### src/rtl/adc_scan_avg.sv
// adc_scan_avg: scans N_CH ADC channels, averages 2^AVG_LOG2 samples per channel,
// converts each average to packed BCD with a bit-serial double-dabble engine, and
// flags channels whose ADC stops answering.
module adc_scan_avg #(
  parameter int unsigned N_CH       = 4,
  parameter int unsigned DATA_W     = 12,
  parameter int unsigned AVG_LOG2   = 2,
  parameter int unsigned BCD_DIGITS = 4,
  parameter int unsigned TIMEOUT    = 1000
) (
  input  logic                           clk,
  input  logic                           rst,
  input  logic                           enable,
  output logic                           cfg_req,
  output logic [$clog2(N_CH)-1:0]        cfg_chan,
  input  logic                           smp_valid,
  input  logic [DATA_W-1:0]              smp_data,
  output logic [N_CH*BCD_DIGITS*4-1:0]   bcd_out,
  output logic [N_CH-1:0]                ch_stale,
  output logic                           update,
  output logic [$clog2(N_CH)-1:0]        update_chan
);

  localparam int unsigned CH_W  = $clog2(N_CH);
  localparam int unsigned ACC_W = DATA_W + AVG_LOG2;
  localparam int unsigned CNT_W = AVG_LOG2 + 1;
  localparam int unsigned AVG_N = 1 << AVG_LOG2;
  localparam int unsigned BCD_W = BCD_DIGITS * 4;
  localparam int unsigned TO_W  = $clog2(TIMEOUT);
  localparam int unsigned BIT_W = $clog2(DATA_W);

  typedef enum logic [2:0] {
    S_IDLE,
    S_REQ,
    S_WAIT,
    S_ACCUM,
    S_CONV,
    S_STORE
  } state_t;

  state_t            state;
  logic [CH_W-1:0]   cur_chan;
  logic [CH_W-1:0]   next_chan;
  logic [DATA_W-1:0] smp_q;
  logic [ACC_W-1:0]  acc [N_CH];
  logic [CNT_W-1:0]  cnt [N_CH];
  logic [ACC_W-1:0]  acc_sum;
  logic [CNT_W-1:0]  cnt_inc;
  logic [TO_W-1:0]   to_cnt;
  logic [BIT_W-1:0]  bit_cnt;
  logic [DATA_W-1:0] bin_sh;
  logic [BCD_W-1:0]  bcd_sh;
  logic [BCD_W-1:0]  bcd_adj;

  // The requested/awaited channel is the current channel register itself.
  assign cfg_chan = cur_chan;

  // Channel advance with wrap, and the accumulator/count values after adding the held sample.
  always_comb begin
    next_chan = (cur_chan == CH_W'(N_CH - 1)) ? '0 : CH_W'(cur_chan + 1'b1);
    acc_sum   = acc[cur_chan] + ACC_W'(smp_q);
    cnt_inc   = CNT_W'(cnt[cur_chan] + 1'b1);
  end

  // Double-dabble correction: every BCD digit of 5 or more gets +3 before the shift.
  always_comb begin
    bcd_adj = bcd_sh;
    for (int d = 0; d < int'(BCD_DIGITS); d++) begin
      if (bcd_sh[d*4 +: 4] >= 4'd5) begin
        bcd_adj[d*4 +: 4] = bcd_sh[d*4 +: 4] + 4'd3;
      end
    end
  end

  // Scan sequencer, per-channel averaging, BCD conversion and result slots.
  always_ff @(posedge clk or negedge rst) begin
    if (!rst) begin
      state       <= S_IDLE;
      cur_chan    <= '0;
      cfg_req     <= 1'b0;
      smp_q       <= '0;
      to_cnt      <= '0;
      bit_cnt     <= '0;
      bin_sh      <= '0;
      bcd_sh      <= '0;
      bcd_out     <= '0;
      ch_stale    <= '0;
      update      <= 1'b0;
      update_chan <= '0;
      for (int c = 0; c < int'(N_CH); c++) begin
        acc[c] <= '0;
        cnt[c] <= '0;
      end
    end else begin
      cfg_req <= 1'b0;
      update  <= 1'b0;
      case (state)
        S_IDLE: begin
          if (enable) begin
            cfg_req <= 1'b1;
            state   <= S_REQ;
          end
        end
        S_REQ: begin
          to_cnt <= '0;
          state  <= S_WAIT;
        end
        S_WAIT: begin
          // A sample arriving in the expiry cycle takes priority over the timeout.
          if (smp_valid) begin
            smp_q <= smp_data;
            state <= S_ACCUM;
          end else if (to_cnt == TO_W'(TIMEOUT - 1)) begin
            ch_stale[cur_chan] <= 1'b1;
            acc[cur_chan]      <= '0;
            cnt[cur_chan]      <= '0;
            cur_chan           <= next_chan;
            state              <= S_IDLE;
          end else begin
            to_cnt <= to_cnt + 1'b1;
          end
        end
        S_ACCUM: begin
          if (cnt_inc == CNT_W'(AVG_N)) begin
            bin_sh        <= DATA_W'(acc_sum >> AVG_LOG2);
            bcd_sh        <= '0;
            bit_cnt       <= '0;
            acc[cur_chan] <= '0;
            cnt[cur_chan] <= '0;
            state         <= S_CONV;
          end else begin
            acc[cur_chan] <= acc_sum;
            cnt[cur_chan] <= cnt_inc;
            cur_chan      <= next_chan;
            state         <= S_IDLE;
          end
        end
        S_CONV: begin
          {bcd_sh, bin_sh} <= {bcd_adj, bin_sh} << 1;
          bit_cnt          <= bit_cnt + 1'b1;
          if (bit_cnt == BIT_W'(DATA_W - 1)) begin
            state <= S_STORE;
          end
        end
        S_STORE: begin
          for (int c = 0; c < int'(N_CH); c++) begin
            if (CH_W'(c) == cur_chan) begin
              bcd_out[c*BCD_W +: BCD_W] <= bcd_sh;
            end
          end
          ch_stale[cur_chan] <= 1'b0;
          update             <= 1'b1;
          update_chan        <= cur_chan;
          cur_chan           <= next_chan;
          state              <= S_IDLE;
        end
        default: state <= S_IDLE;
      endcase
    end
  end

endmodule

### config.mk
export PLATFORM = sky130hd
export DESIGN_NAME = adc_scan_avg
export DESIGN_NICKNAME = d
export VERILOG_FILES = /design/src/rtl/adc_scan_avg.sv
export SDC_FILE = /design/constraint.sdc
export NUM_CORES = 1
export LEC_CHECK = 0
export BUFFER_PORTS_ARGS = -buffer_cell sky130_fd_sc_hd__buf_2
export CAP_MARGIN = 40
export CORE_MARGIN = 1.5
export CORE_UTILIZATION = 53
export DETAILED_ROUTE_END_ITERATION = 8
export PLACE_DENSITY = 0.79
export REMOVE_ABC_BUFFERS = 1
export SLEW_MARGIN = 20
export SYNTH_ARGS = -nofsm -noshare
export SYNTH_HDL_FRONTEND = slang
export SYNTH_SLANG_ARGS = --single-unit
### constraint.sdc
create_clock -name clk -period 3.48 [get_ports clk]
set_input_delay 0.696 -clock clk [delete_from_list [all_inputs] [get_ports clk]]
set_output_delay 0.696 -clock clk [all_outputs]
set_load 0.01 [all_outputs]
==> metrics list <==
- The first global-routing pass estimated roughly 33000 microns of wire.
* Top-area cell type share of the netlist area: between 50% and 60%
- Summing the areas of all xor and xnor instances in the mapped netlist gives 2.10% of the synthesized area.
* Floorplan die area: 0.0180 sq mm
* Setup crit end kind: flip-flop
* Crit path largest cell delay: 0.53 ns
- Of all cell types, the one taking the most synthesized area is sky130_fd_sc_hd__dfrtp_1.
- In the final layout, the share of cells above drive strength 1 is between 20% and 30%.
- Hold Violations, Final: 0
- Global router's overall resource usage: 23.1%
- Number of enable flip-flop cells after synthesis: 0
- Number of antenna violations at the first check in global routing: 0
* Class of the most critical setup path: reg2reg
- For the pin with the worst max-slew slack, the measured transition is a little over 0.8 ns.
* Endpoint arrival time on the critical path: 3.49 ns
- Post-synthesis to final-layout area growth: 15.1%
* Origin of the critical flop-to-flop path: cfg_chan[0]
- After the last flow step, the layout net total stands at 945.
- The die is 134 microns tall.
- Final min period: around 3.2 ns
* Critical R2R Capture: acc[26]
* Sequential-to-total area share from yosys stat: around 55%
* Top FF cell, synth: sky130_fd_sc_hd__dfrtp_1
- Worst Hold Class: in2async
- Effective utilization at floorplan: 54.5%
- Yosys warnings: 0
- Post-layout worst setup margin: 0.292 ns
* Placer congestion estimate: 0.856
* Lkg Pwr: approximately 5 nW
- Quantity of hold-fixing buffers added after cts: 0
- Number of flip-flops and latches in the synthesized netlist: a little under 200
- In the finished design, the share of the clock period the worst path needs comes to 91.6%.
- Number of buffer cells added on primary ports: 89
- Worst-case setup slack after placement: about 0.22 ns
- The die is 134 microns wide.
- Based on the critical path, the design can be clocked at up to 0.314 GHz.
- Setup Viol. Count Final: 0
- Summing all placed instances gives a cell area of 0.00989 sq mm.
* Root buffer cell: sky130_fd_sc_hd__clkbuf_16
- Total number of clock tree sinks: between 150 and 200
- Via count of the routed design: 6556
* Flop2flop setup slack: slightly below 0.3 ns
* Residual overflow from global routing: 0
* Detailed router's first-iteration violation count: about 460
* Post-DRT Antenna Nets: 0
- Most used standard cell by instance count after synthesis: sky130_fd_sc_hd__dfrtp_1
- Unrepaired setup endpoints after global routing: no
* Mapped Avg Cell Area: about 11 sq um
- Summing the areas of all compound-gate instances in the mapped netlist gives 14.1% of the synthesized area.
- Clock-pin slew was measured on the worst setup and hold paths at approximately 0.080 ns.
- Yosys cell types: 62
- Post-detailed-route DRC marker count: 0
* Level count of the clock H-tree: 4
* Number of cells on the worst reg-to-reg path: 9
* Detailed-route vias per instance: around 5.8
- Area fraction in and, or, nand and nor cells after synthesis: 10.8%
- Of the post-synthesis cell area, the part taken by muxes is 11.6%.
- The run finished with clean final reports.
- Number of max-cap violations: 0
- Ordered cell list for the critical path: mux4_2 -> ha_1 -> fa_1 -> a21o_1 -> a221oi_4 -> o21ai_2 -> and4_4 -> a2111oi_4 -> o21ai_1
* Routed wire per std cell: 17.4 microns
* Critical path required time: 3.79 ns
- Clock latency of the later-clocked register in the worst-skew pair: around 0.44 ns
- In this run the deepest clock path goes through 2 buffers.
- Inserted Diodes: 0
- The floorplan has 47 rows.
* Post-CTS Setup Repair Bufs: 0
- Final HPWL DP: ~13000 microns
- Final design instance area without fill: 0.0105 sq mm
- After detailed routing, the total wire length is 19700 microns.
- Worst-case clock skew: 0.0128 ns
- Synth Area in Adders: 4.07%
- Post-Synthesis Cell Area: 0.00911 sq mm
* Cells taking the most area after synthesis: sky130_fd_sc_hd__dfrtp_1 (55%), sky130_fd_sc_hd__mux2_2 (7.2%), sky130_fd_sc_hd__o21ai_0 (5.2%)
* Normalized max-slew margin: 45.8%
- Counting flops with an async set or reset pin after synthesis yields a share of 100%.
- Drt pass-1 iters: 5
* Maximum number of pins on one net before global-route repair: 103
- Number of instances in the synthesized netlist: 811
- Summed over all failing endpoints, the final setup total negative slack is 0 ns.
- Power comes to 0.00811 W.
- Worst ir drop on vdd: roughly 550 uV
- CTS tree: done
- I/O pin count: 90
- Slowest CP cell: sky130_fd_sc_hd__mux4_2
* Most frequent cells after synthesis: sky130_fd_sc_hd__dfrtp_1 (199), sky130_fd_sc_hd__nand2_1 (124), sky130_fd_sc_hd__o21ai_0 (95), sky130_fd_sc_hd__mux2_2 (58), sky130_fd_sc_hd__a21oi_1 (32)
- Of all nets on the critical path, the largest fanout is 6.
- Pwr/cell area: 773 mW/mm^2
* Combinational family with the most area after synthesis: compound AO/OA/AOI/OAI gates
- The worst setup path is launched from a flip-flop.
- Core outline area: 0.0167 sq mm
- Number of pins with negative max-slew slack in the final report: 0
- The via count of the first global-routing pass was ~6500.
* Hold Worst Slack: 0.168 ns
* Number of clock buffers inserted by TritonCTS: 17
-- how the worst max path moves through the flow --
stage / from / depth (start not counted) / to / slack, ns
6_report: cfg_chan[0] / 9 / acc[26] / 0.29
2_1_floorplan: cfg_chan[0] / 9 / bin_sh[10] / -0.13
4_1_cts: cfg_chan[0] / 9 / acc[26] / 0.20
5_1_grt: cfg_chan[0] / 10 / acc[25] / 0.09
3_3_place_gp: cfg_chan[0] / 9 / acc[12] / 0.29
3_5_place_dp: cfg_chan[0] / 9 / acc[26] / 0.22
-- flip-flops by register name (all words and copies together) (netlist names), named ones only --
signal       cells
cfg_req          1
update           1
bcd_out         64
acc             56
cnt             12
bcd_sh          16
smp_q           12
cfg_chan         2
state            3
bin_sh          12
bit_cnt          4
to_cnt          10
update_chan      2
-- cells by family (layout without fill, tap and decap cells) --
family / Yosys count / in the layout
AND/OR/NAND/NOR: 217 / 217
AO/OA/AOI/OAI: 206 / 206
flip-flops: 199 / 199
multiplexers: 77 / 77
buffers and inverters: 62 / 164
adder cells (fa/ha/maj): 29 / 29
XOR/XNOR: 21 / 21
-- cell usage in the layout, fill, tap and decap left out, types with 3 or more instances in the layout --
| cell | count |
|---|---|
| sky130_fd_sc_hd__or2_2 | 5 |
| sky130_fd_sc_hd__ha_1 | 28 |
| sky130_fd_sc_hd__o21ai_1 | 17 |
| sky130_fd_sc_hd__mux2_2 | 58 |
| sky130_fd_sc_hd__clkbuf_16 | 17 |
| sky130_fd_sc_hd__buf_4 | 18 |
| sky130_fd_sc_hd__and3_1 | 6 |
| sky130_fd_sc_hd__buf_2 | 88 |
| sky130_fd_sc_hd__o21ai_0 | 95 |
| sky130_fd_sc_hd__a21o_1 | 3 |
| sky130_fd_sc_hd__nor3_1 | 6 |
| sky130_fd_sc_hd__clkbuf_1 | 3 |
| sky130_fd_sc_hd__nand2b_1 | 6 |
| sky130_fd_sc_hd__a22oi_1 | 10 |
| sky130_fd_sc_hd__nor2_1 | 28 |
| sky130_fd_sc_hd__a32o_1 | 7 |
| sky130_fd_sc_hd__nand3_1 | 17 |
| sky130_fd_sc_hd__xnor2_1 | 14 |
| sky130_fd_sc_hd__nand4_1 | 4 |
| sky130_fd_sc_hd__a22o_1 | 6 |
| sky130_fd_sc_hd__inv_6 | 6 |
| sky130_fd_sc_hd__o31ai_1 | 8 |
| sky130_fd_sc_hd__nand2_1 | 124 |
| sky130_fd_sc_hd__xor2_1 | 6 |
| sky130_fd_sc_hd__or3_1 | 3 |
| sky130_fd_sc_hd__o32ai_1 | 3 |
| sky130_fd_sc_hd__a21oi_1 | 32 |
| sky130_fd_sc_hd__dfrtp_1 | 198 |
| sky130_fd_sc_hd__nor2b_1 | 4 |
| sky130_fd_sc_hd__inv_1 | 18 |
| sky130_fd_sc_hd__mux4_2 | 17 |
-- metal layers --
layer  share of wire, %  GRT usage (%)
met1                 46           31.6
met2                 47           37.0
met3                5.0           4.91
met4                1.6           8.00
met5                  0              0
-- layout make-up --
class	count	area (sq um)
fillers	1323	6210
flip-flops and latches	199	4980
multi-input cells	550	3890
repair buffers	113	698
clock buffers	20	437
well taps	220	275
clock inverters	12	134
inverters	19	71.3
-- per-stage QoR --
| stage | util, % | cells |
|---|---|---|
| global placement | 59.0 | 1097 |
| CTS | 62.6 | 1132 |
| global route | 62.8 | 1133 |
| floorplan | - | 768 |
| finish | 62.8 | 1133 |
| detailed placement | 59.2 | 1100 |
-- worst max-delay path, delay by kind of cell, from the launching register on --
family                   cells  cell delay (ns)
multiplexers                 1             0.53
adder cells (fa/ha/maj)      2             0.64
AO/OA/AOI/OAI                5             1.22
flip-flops                   1             0.46
AND/OR/NAND/NOR              1             0.21
-- report_power, final --
group          switching, W  total, W  internal (W)
registers          0.000329   0.00305       0.00272
clock network      0.000902   0.00192       0.00101
logic               0.00183   0.00314       0.00131
total               0.00306   0.00811       0.00504
-- what timing repair did --
action | 4_1_cts | 5_1_grt
hold endpoints to repair | 0 | 0
endpoints found under the setup margin | 0 | 1
gates resized for setup | 0 | 1
Note: power is estimated with default switching activity, not from simulation.
